`src/rtl/id_ex_pipe_pkg.sv`:
```
// Shared constants for the ID->EX pipeline register: bubble instruction and
// the skid-buffer occupancy encoding.
package id_ex_pipe_pkg;

    localparam logic [31:0] INST_NOP = 32'h00000013;  // addi x0,x0,0

    typedef enum logic [1:0] {
        EMPTY = 2'd0,
        FULL  = 2'd1,
        SKID  = 2'd2
    } skid_state_e;

endpackage

```
`src/rtl/pipe_skid_buf.sv`:
```
// Generic 2-entry skid buffer with valid/ready on both sides, registered
// in_ready and a synchronous flush that drops both entries.
module pipe_skid_buf
    import id_ex_pipe_pkg::*;
#(
    parameter int W = 8
) (
    input  logic         clk,
    input  logic         rst,
    input  logic         flush,
    input  logic         in_valid,
    output logic         in_ready,
    input  logic [W-1:0] in_data,
    output logic         out_valid,
    input  logic         out_ready,
    output logic [W-1:0] out_data
);

    skid_state_e  state_q, state_d;
    logic [W-1:0] main_q, skid_q;
    logic         in_ready_q;
    logic         in_fire, out_fire;
    logic         load_main_in, load_main_skid, load_skid;

    assign in_fire  = in_valid & in_ready_q;
    assign out_fire = out_valid & out_ready;

    always_comb begin
        state_d        = state_q;
        load_main_in   = 1'b0;
        load_main_skid = 1'b0;
        load_skid      = 1'b0;
        if (flush) begin
            // Any beat accepted this cycle is swallowed; out_fire still completes.
            state_d = EMPTY;
        end else begin
            case (state_q)
                EMPTY: begin
                    if (in_fire) begin
                        state_d      = FULL;
                        load_main_in = 1'b1;
                    end
                end
                FULL: begin
                    if (in_fire && out_fire) begin
                        load_main_in = 1'b1;
                    end else if (in_fire) begin
                        state_d   = SKID;
                        load_skid = 1'b1;
                    end else if (out_fire) begin
                        state_d = EMPTY;
                    end
                end
                SKID: begin
                    if (out_fire) begin
                        state_d        = FULL;
                        load_main_skid = 1'b1;
                    end
                end
                default: state_d = EMPTY;
            endcase
        end
    end

    always_ff @(posedge clk or posedge rst) begin
        if (rst) begin
            state_q    <= EMPTY;
            in_ready_q <= 1'b1;
        end else begin
            state_q    <= state_d;
            in_ready_q <= (state_d != SKID);
        end
    end

    always_ff @(posedge clk or posedge rst) begin
        if (rst) begin
            main_q <= '0;
            skid_q <= '0;
        end else begin
            if (load_main_in)        main_q <= in_data;
            else if (load_main_skid) main_q <= skid_q;
            if (load_skid)           skid_q <= in_data;
        end
    end

    assign in_ready  = in_ready_q;
    assign out_valid = (state_q != EMPTY);
    assign out_data  = main_q;

endmodule

```
`src/rtl/id_ex_pipe.sv`:
```
// ID->EX pipeline register: skid-buffered handshake, flush bubble, NOP gating
// of the EX-side payload and a saturating stall counter.
module id_ex_pipe
    import id_ex_pipe_pkg::*;
#(
    parameter int               XLEN     = 32,
    parameter int               RA_W     = 5,
    parameter logic [XLEN-1:0]  NOP_INST = INST_NOP,
    parameter int               CNT_W    = 16
) (
    input  logic             clk,
    input  logic             rst,
    input  logic             flush,
    input  logic             in_valid,
    output logic             in_ready,
    input  logic [XLEN-1:0]  inst_i,
    input  logic [XLEN-1:0]  inst_addr_i,
    input  logic [XLEN-1:0]  op1_i,
    input  logic [XLEN-1:0]  op2_i,
    input  logic [RA_W-1:0]  rd_addr_i,
    input  logic             reg_wen_i,
    output logic             out_valid,
    input  logic             out_ready,
    output logic [XLEN-1:0]  inst_o,
    output logic [XLEN-1:0]  inst_addr_o,
    output logic [XLEN-1:0]  op1_o,
    output logic [XLEN-1:0]  op2_o,
    output logic [RA_W-1:0]  rd_addr_o,
    output logic             reg_wen_o,
    output logic [CNT_W-1:0] stall_cnt_o
);

    localparam int PW = 3*XLEN + XLEN + RA_W + 1;

    logic [PW-1:0]    pay_in, pay_out;
    logic [CNT_W-1:0] stall_cnt_q;

    assign pay_in = {inst_i, inst_addr_i, op1_i, op2_i, rd_addr_i, reg_wen_i};

    pipe_skid_buf #(.W(PW)) u_skid (
        .clk       (clk),
        .rst       (rst),
        .flush     (flush),
        .in_valid  (in_valid),
        .in_ready  (in_ready),
        .in_data   (pay_in),
        .out_valid (out_valid),
        .out_ready (out_ready),
        .out_data  (pay_out)
    );

    // EX never sees stale payload: an empty stage looks like a NOP with wen low.
    always_comb begin
        inst_o      = NOP_INST;
        inst_addr_o = '0;
        op1_o       = '0;
        op2_o       = '0;
        rd_addr_o   = '0;
        reg_wen_o   = 1'b0;
        if (out_valid)
            {inst_o, inst_addr_o, op1_o, op2_o, rd_addr_o, reg_wen_o} = pay_out;
    end

    always_ff @(posedge clk or posedge rst) begin
        if (rst)
            stall_cnt_q <= '0;
        else if (out_valid && !out_ready && (stall_cnt_q != {CNT_W{1'b1}}))
            stall_cnt_q <= stall_cnt_q + 1'b1;
    end

    assign stall_cnt_o = stall_cnt_q;

endmodule

```
`config.mk`:
```
export PLATFORM = sky130hd
export DESIGN_NAME = id_ex_pipe
export DESIGN_NICKNAME = d
export VERILOG_FILES = /design/src/rtl/id_ex_pipe_pkg.sv /design/src/rtl/pipe_skid_buf.sv /design/src/rtl/id_ex_pipe.sv
export SDC_FILE = /design/constraint.sdc
export NUM_CORES = 1
export LEC_CHECK = 0
export CORE_MARGIN = 4
export CORE_UTILIZATION = 52
export CTS_BUF_LIST = sky130_fd_sc_hd__clkbuf_8
export CTS_CLUSTER_SIZE = 12
export DETAILED_ROUTE_END_ITERATION = 7
export HOLD_SLACK_MARGIN = 0.05
export PLACE_DENSITY = 0.91
export SLEW_MARGIN = 30
export SYNTH_ARGS = -nofsm -noshare
export SYNTH_HDL_FRONTEND = slang
export SYNTH_SLANG_ARGS = --single-unit
```
`constraint.sdc`:
```
create_clock -name clk -period 12.4 [get_ports clk]
set_input_delay 1.86 -clock clk [delete_from_list [all_inputs] [get_ports clk]]
set_output_delay 1.86 -clock clk [all_outputs]
set_load 0.005 [all_outputs]
```
==> impl_metrics.py <==
metrics = {
    "critical_path": {
        "type_of_the_worst_setup_path": "reg2out",
        "worst_r2r_startpoint": "u_skid.state_q[0]$_DFF_PP0_",
        "cp_startpoint": "u_skid.state_q[1]$_DFF_PP0_",
        "capturing_element_type_of_the_critical_path": "output pin",
        "critical_path_peak_fanout": 86,
        "setup.reg_to_reg.worst_slack_ns": 9.68,
        "start_kind": "flop",
        "critical_path_arrival_ns": 3.05,
        "worst-endpoint-required_ns": 10.54,
    },
    "clocking": {
        "post_cts_hold_buffer_count": 0,
        "clock_sinks": 287,
        "h_tree_levels": 2,
        "cts_buffer_depth": 3,
        "clk_pin_slew_ns": 0.06,
        "clkLatencyLatePin_ns": 0.54,
        "post_cts_buffers": 0,
        "post_cts_resize_count": 0,
        "ctsRootBufferMaster": "clkbuf_8",
        "cts_buffers": 46,
        "tritoncts_clock_tree": "yes",
    },
    "synthesis": {
        "yosys.area.top_type_share": 0.5512,
        "ys_top_cells_by_area": "dfrtp_1, mux2_2, mux2i_1",
        "synthArstFlopShare": 1.000,
        "post_synth.cell_area_avg_sq_um": 11.72,
        "yosys_warnings": 0,
        "yosys.cell_types.count": 38,
        "nets_in_the_synthesized_netlist": 1248,
        "ys_seq_elements": 287,
        "cell_area_after_technology_mapping_sq_um": 12980,
        "synth_top_cell_by_area": "dfrtp_1",
        "syn-instance-count": 1108,
        "synth-seq-area-share": 0.5532,
        "synth_edf_count": 0,
        "top_flip_flop_cell_by_instance_count_after_synthesis": "dfrtp_1",
    },
    "worst_hold_path": {
        "hold_path_startpoint": "u_skid.skid_q[95]$_DFFE_PP0P_",
        "hold_path.class": "reg2reg",
    },
    "detailed_routing": {
        "detail_route.iter0.violations": 502,
        "detailedRoute.firstPassIterationCount": 5,
        "detail_route.wirelength_mm": 30.86,
        "routed_length_per_placed_instance_microns": 17.76,
        "ant_nets": 0,
        "drt-vias-per-instance": 5.279,
        "total_via_count_in_the_routed_design": 9170,
        "number_of_design_rule_violations_left_after_detail_routing": 0,
    },
    "placed_design": {
        "port_buffers": 290,
        "dp_hpwl_mm": 19.88,
        "place.gp.congestion": 0.7956,
        "dp.cells": 1654,
    },
    "die": {
        "ioPinCount": 291,
        "row_count": 57,
        "die_width_microns": 166.0,
        "die_y_microns": 166.0,
        "start_util": 0.5308,
        "placeableCoreArea_sq_um": 24460,
        "design.die.area_sq_um": 27560,
    },
    "sta": {
        "final.period_utilization": 0.3959,
        "max_clock_freq_mhz": 203.7,
        "setup-violations-final": 0,
        "maxSlewViolCount": 0,
        "rsz0062_at_grt": "no",
        "post-route-min-period_ns": 4.910,
        "final.setup.tns_ns": 0,
        "worst_pin_slew_ns": 0.8359,
        "finalHoldViolCount": 0,
        "finClkSkew_ns": 0.01112,
        "slew_headroom": 0.4427,
    },
    "global_routing": {
        "grt_pass1_wl_mm": 50.38,
        "grt_pass1_vias": 9825,
        "grt_max_degree": 137,
        "grt.total_usage": 0.2200,
        "grt_overflow": 0,
        "antenna_found_initial": 1,
    },
    "cells_and_area": {
        "areaGrowthSynthToFinish_pct": 30.53,
        "final_net_count": 1519,
        "drive_above_1_share": 0.1565,
        "non_filler_instance_count_after_layout": 1737,
    },
    "power_and_ir_drop": {
        "pwr-share-clk": 0.302,
        "power.density_cell_area_nw_per_um2": 154.4,
        "peakVddDrop_uv": 111.5,
        "intPower_uw": 1937,
        "switching_power_share_of_the_total": 0.2600,
        "comb_power_share": 0.207,
        "pwr-share-seq": 0.492,
        "total_switching_power_uw": 680.5,
        "power.leakage_uw": 0.007037,
    },
    "status": {
        "run_status": "completed",
    },
    "flow_run": {
        "drv_cap": 0,
    },
}
-- power by group through the flow --
stage	Combinational (uW)	Sequential [uW]	Clock (uW)
after global placement	516	1280	0
final	541	1290	790
after floorplan	319	1260	0
after detailed placement	541	1300	0
after global routing	593	1310	853
after CTS	549	1290	810
-- Yosys cell counts (2+ instances only) --
master / number
a21oi_1: 134
and2_1: 131
buf_2: 34
buf_4: 20
buf_6: 2
clkbuf_1: 20
dfrtp_1: 286
inv_1: 4
mux2_1: 3
mux2_2: 135
mux2i_1: 134
nand2_1: 9
nand2b_1: 5
nand3_1: 4
nand4_1: 2
nand4_2: 2
nor2_1: 140
nor3_1: 11
o21ai_0: 2
xor2_1: 12
-- per-layer routing --
| metal | GRT usage | share of wire | up-vias |
|---|---|---|---|
| met3 | 0.06665 | 0.073 | 64 |
| met4 | 0.07712 | 0.029 | 0 |
| met2 | 0.3789 | 0.50 | 300 |
| met5 | 0 | 0 | - |
| li1 | - | - | 4326 |
| met1 | 0.2634 | 0.39 | 4480 |
-- layout by cell type, fill, tap and decap left out, types with 2 or more instances in the layout --
| cell type | synthesis | routed |
|---|---|---|
| xor2_1 | 12 | 12 |
| clkinv_2 | 0 | 3 |
| nand4_2 | 2 | 2 |
| o21ai_0 | 2 | 2 |
| nor2_1 | 140 | 140 |
| mux2_2 | 135 | 135 |
| dfrtp_1 | 286 | 286 |
| nand2b_1 | 5 | 5 |
| nand4_1 | 2 | 2 |
| nand2_1 | 9 | 9 |
| buf_6 | 2 | 5 |
| buf_4 | 20 | 2 |
| nor3_1 | 11 | 10 |
| mux2i_1 | 134 | 134 |
| clkbuf_8 | 0 | 62 |
| and2_1 | 131 | 131 |
| inv_1 | 4 | 19 |
| clkdlybuf4s50_1 | 0 | 290 |
| nand3_1 | 4 | 4 |
| mux2_1 | 3 | 3 |
| a21oi_1 | 134 | 134 |
-- registers in the layout, summed over array words and instances, names as in the netlist --
register and flops:
u_skid.skid_q 134, u_skid.in_ready 1, stall_cnt_o 16, u_skid.out_data 134, u_skid.state_q 2
-- worst paths after layout --
check / to / cells after the start
max: inst_addr_o[31] / 4
min: u_skid.skid_q[95]$_DFFE_PP0P_ / 1
max reg2reg: u_skid.skid_q[75]$_DFFE_PP0P_ / 5
min reg2reg: u_skid.skid_q[95]$_DFFE_PP0P_ / 1
max in group asynchronous: u_skid.out_data[37]$_DFFE_PP0P_ / 4
min in group asynchronous: u_skid.out_data[73]$_DFFE_PP0P_ / 2
-- logic make-up (layout without fill, tap and decap cells) --
group,Yosys count,after routing,share of synthesized area
simple gates,314,314,0.1248
flops,287,287,0.5532
mux,272,272,0.2230
compound gates,142,142,0.05666
buf+inv,80,384,0.03334
xor+xnor,12,12,0.008094
fa+ha+maj,1,1,0.0009634
other cells,0,1,0
-- critical path: stages (launching register included) --
cell	delay [ns]
dfrtp_1	0.47
or2_4	0.48
buf_4	0.66
and2_1	0.28
clkdlybuf4s50_1	0.52
-- cell type report --
class	instances	area, sq um
fill	1713	7513
sequential	287	7183
multi-input combinational	741	5380
timing repair buffer	299	3022
clock buffer	62	853.3
tap	324	405.4
clock inverter	19	75.07
inverter	4	27.53
antenna	1	2.502
-- stage by stage --
stage          cell area, sq um  hold slack, ns  setup WS, ns    util  total power (uW)
5_1_grt                   16950          0.5133         7.284  0.6929              2760
3_5_place_dp              15980          0.4940         7.402  0.6532              1839
2_1_floorplan             12990          0.4791         2.621       -              1578
4_1_cts                   16910          0.5066         7.441  0.6911              2644
3_3_place_gp              15970          0.4860         7.469  0.6527              1797
6_report                  16950          0.5051         7.490  0.6929              2617
No activity file was read; power rests on OpenSTA's default activity.
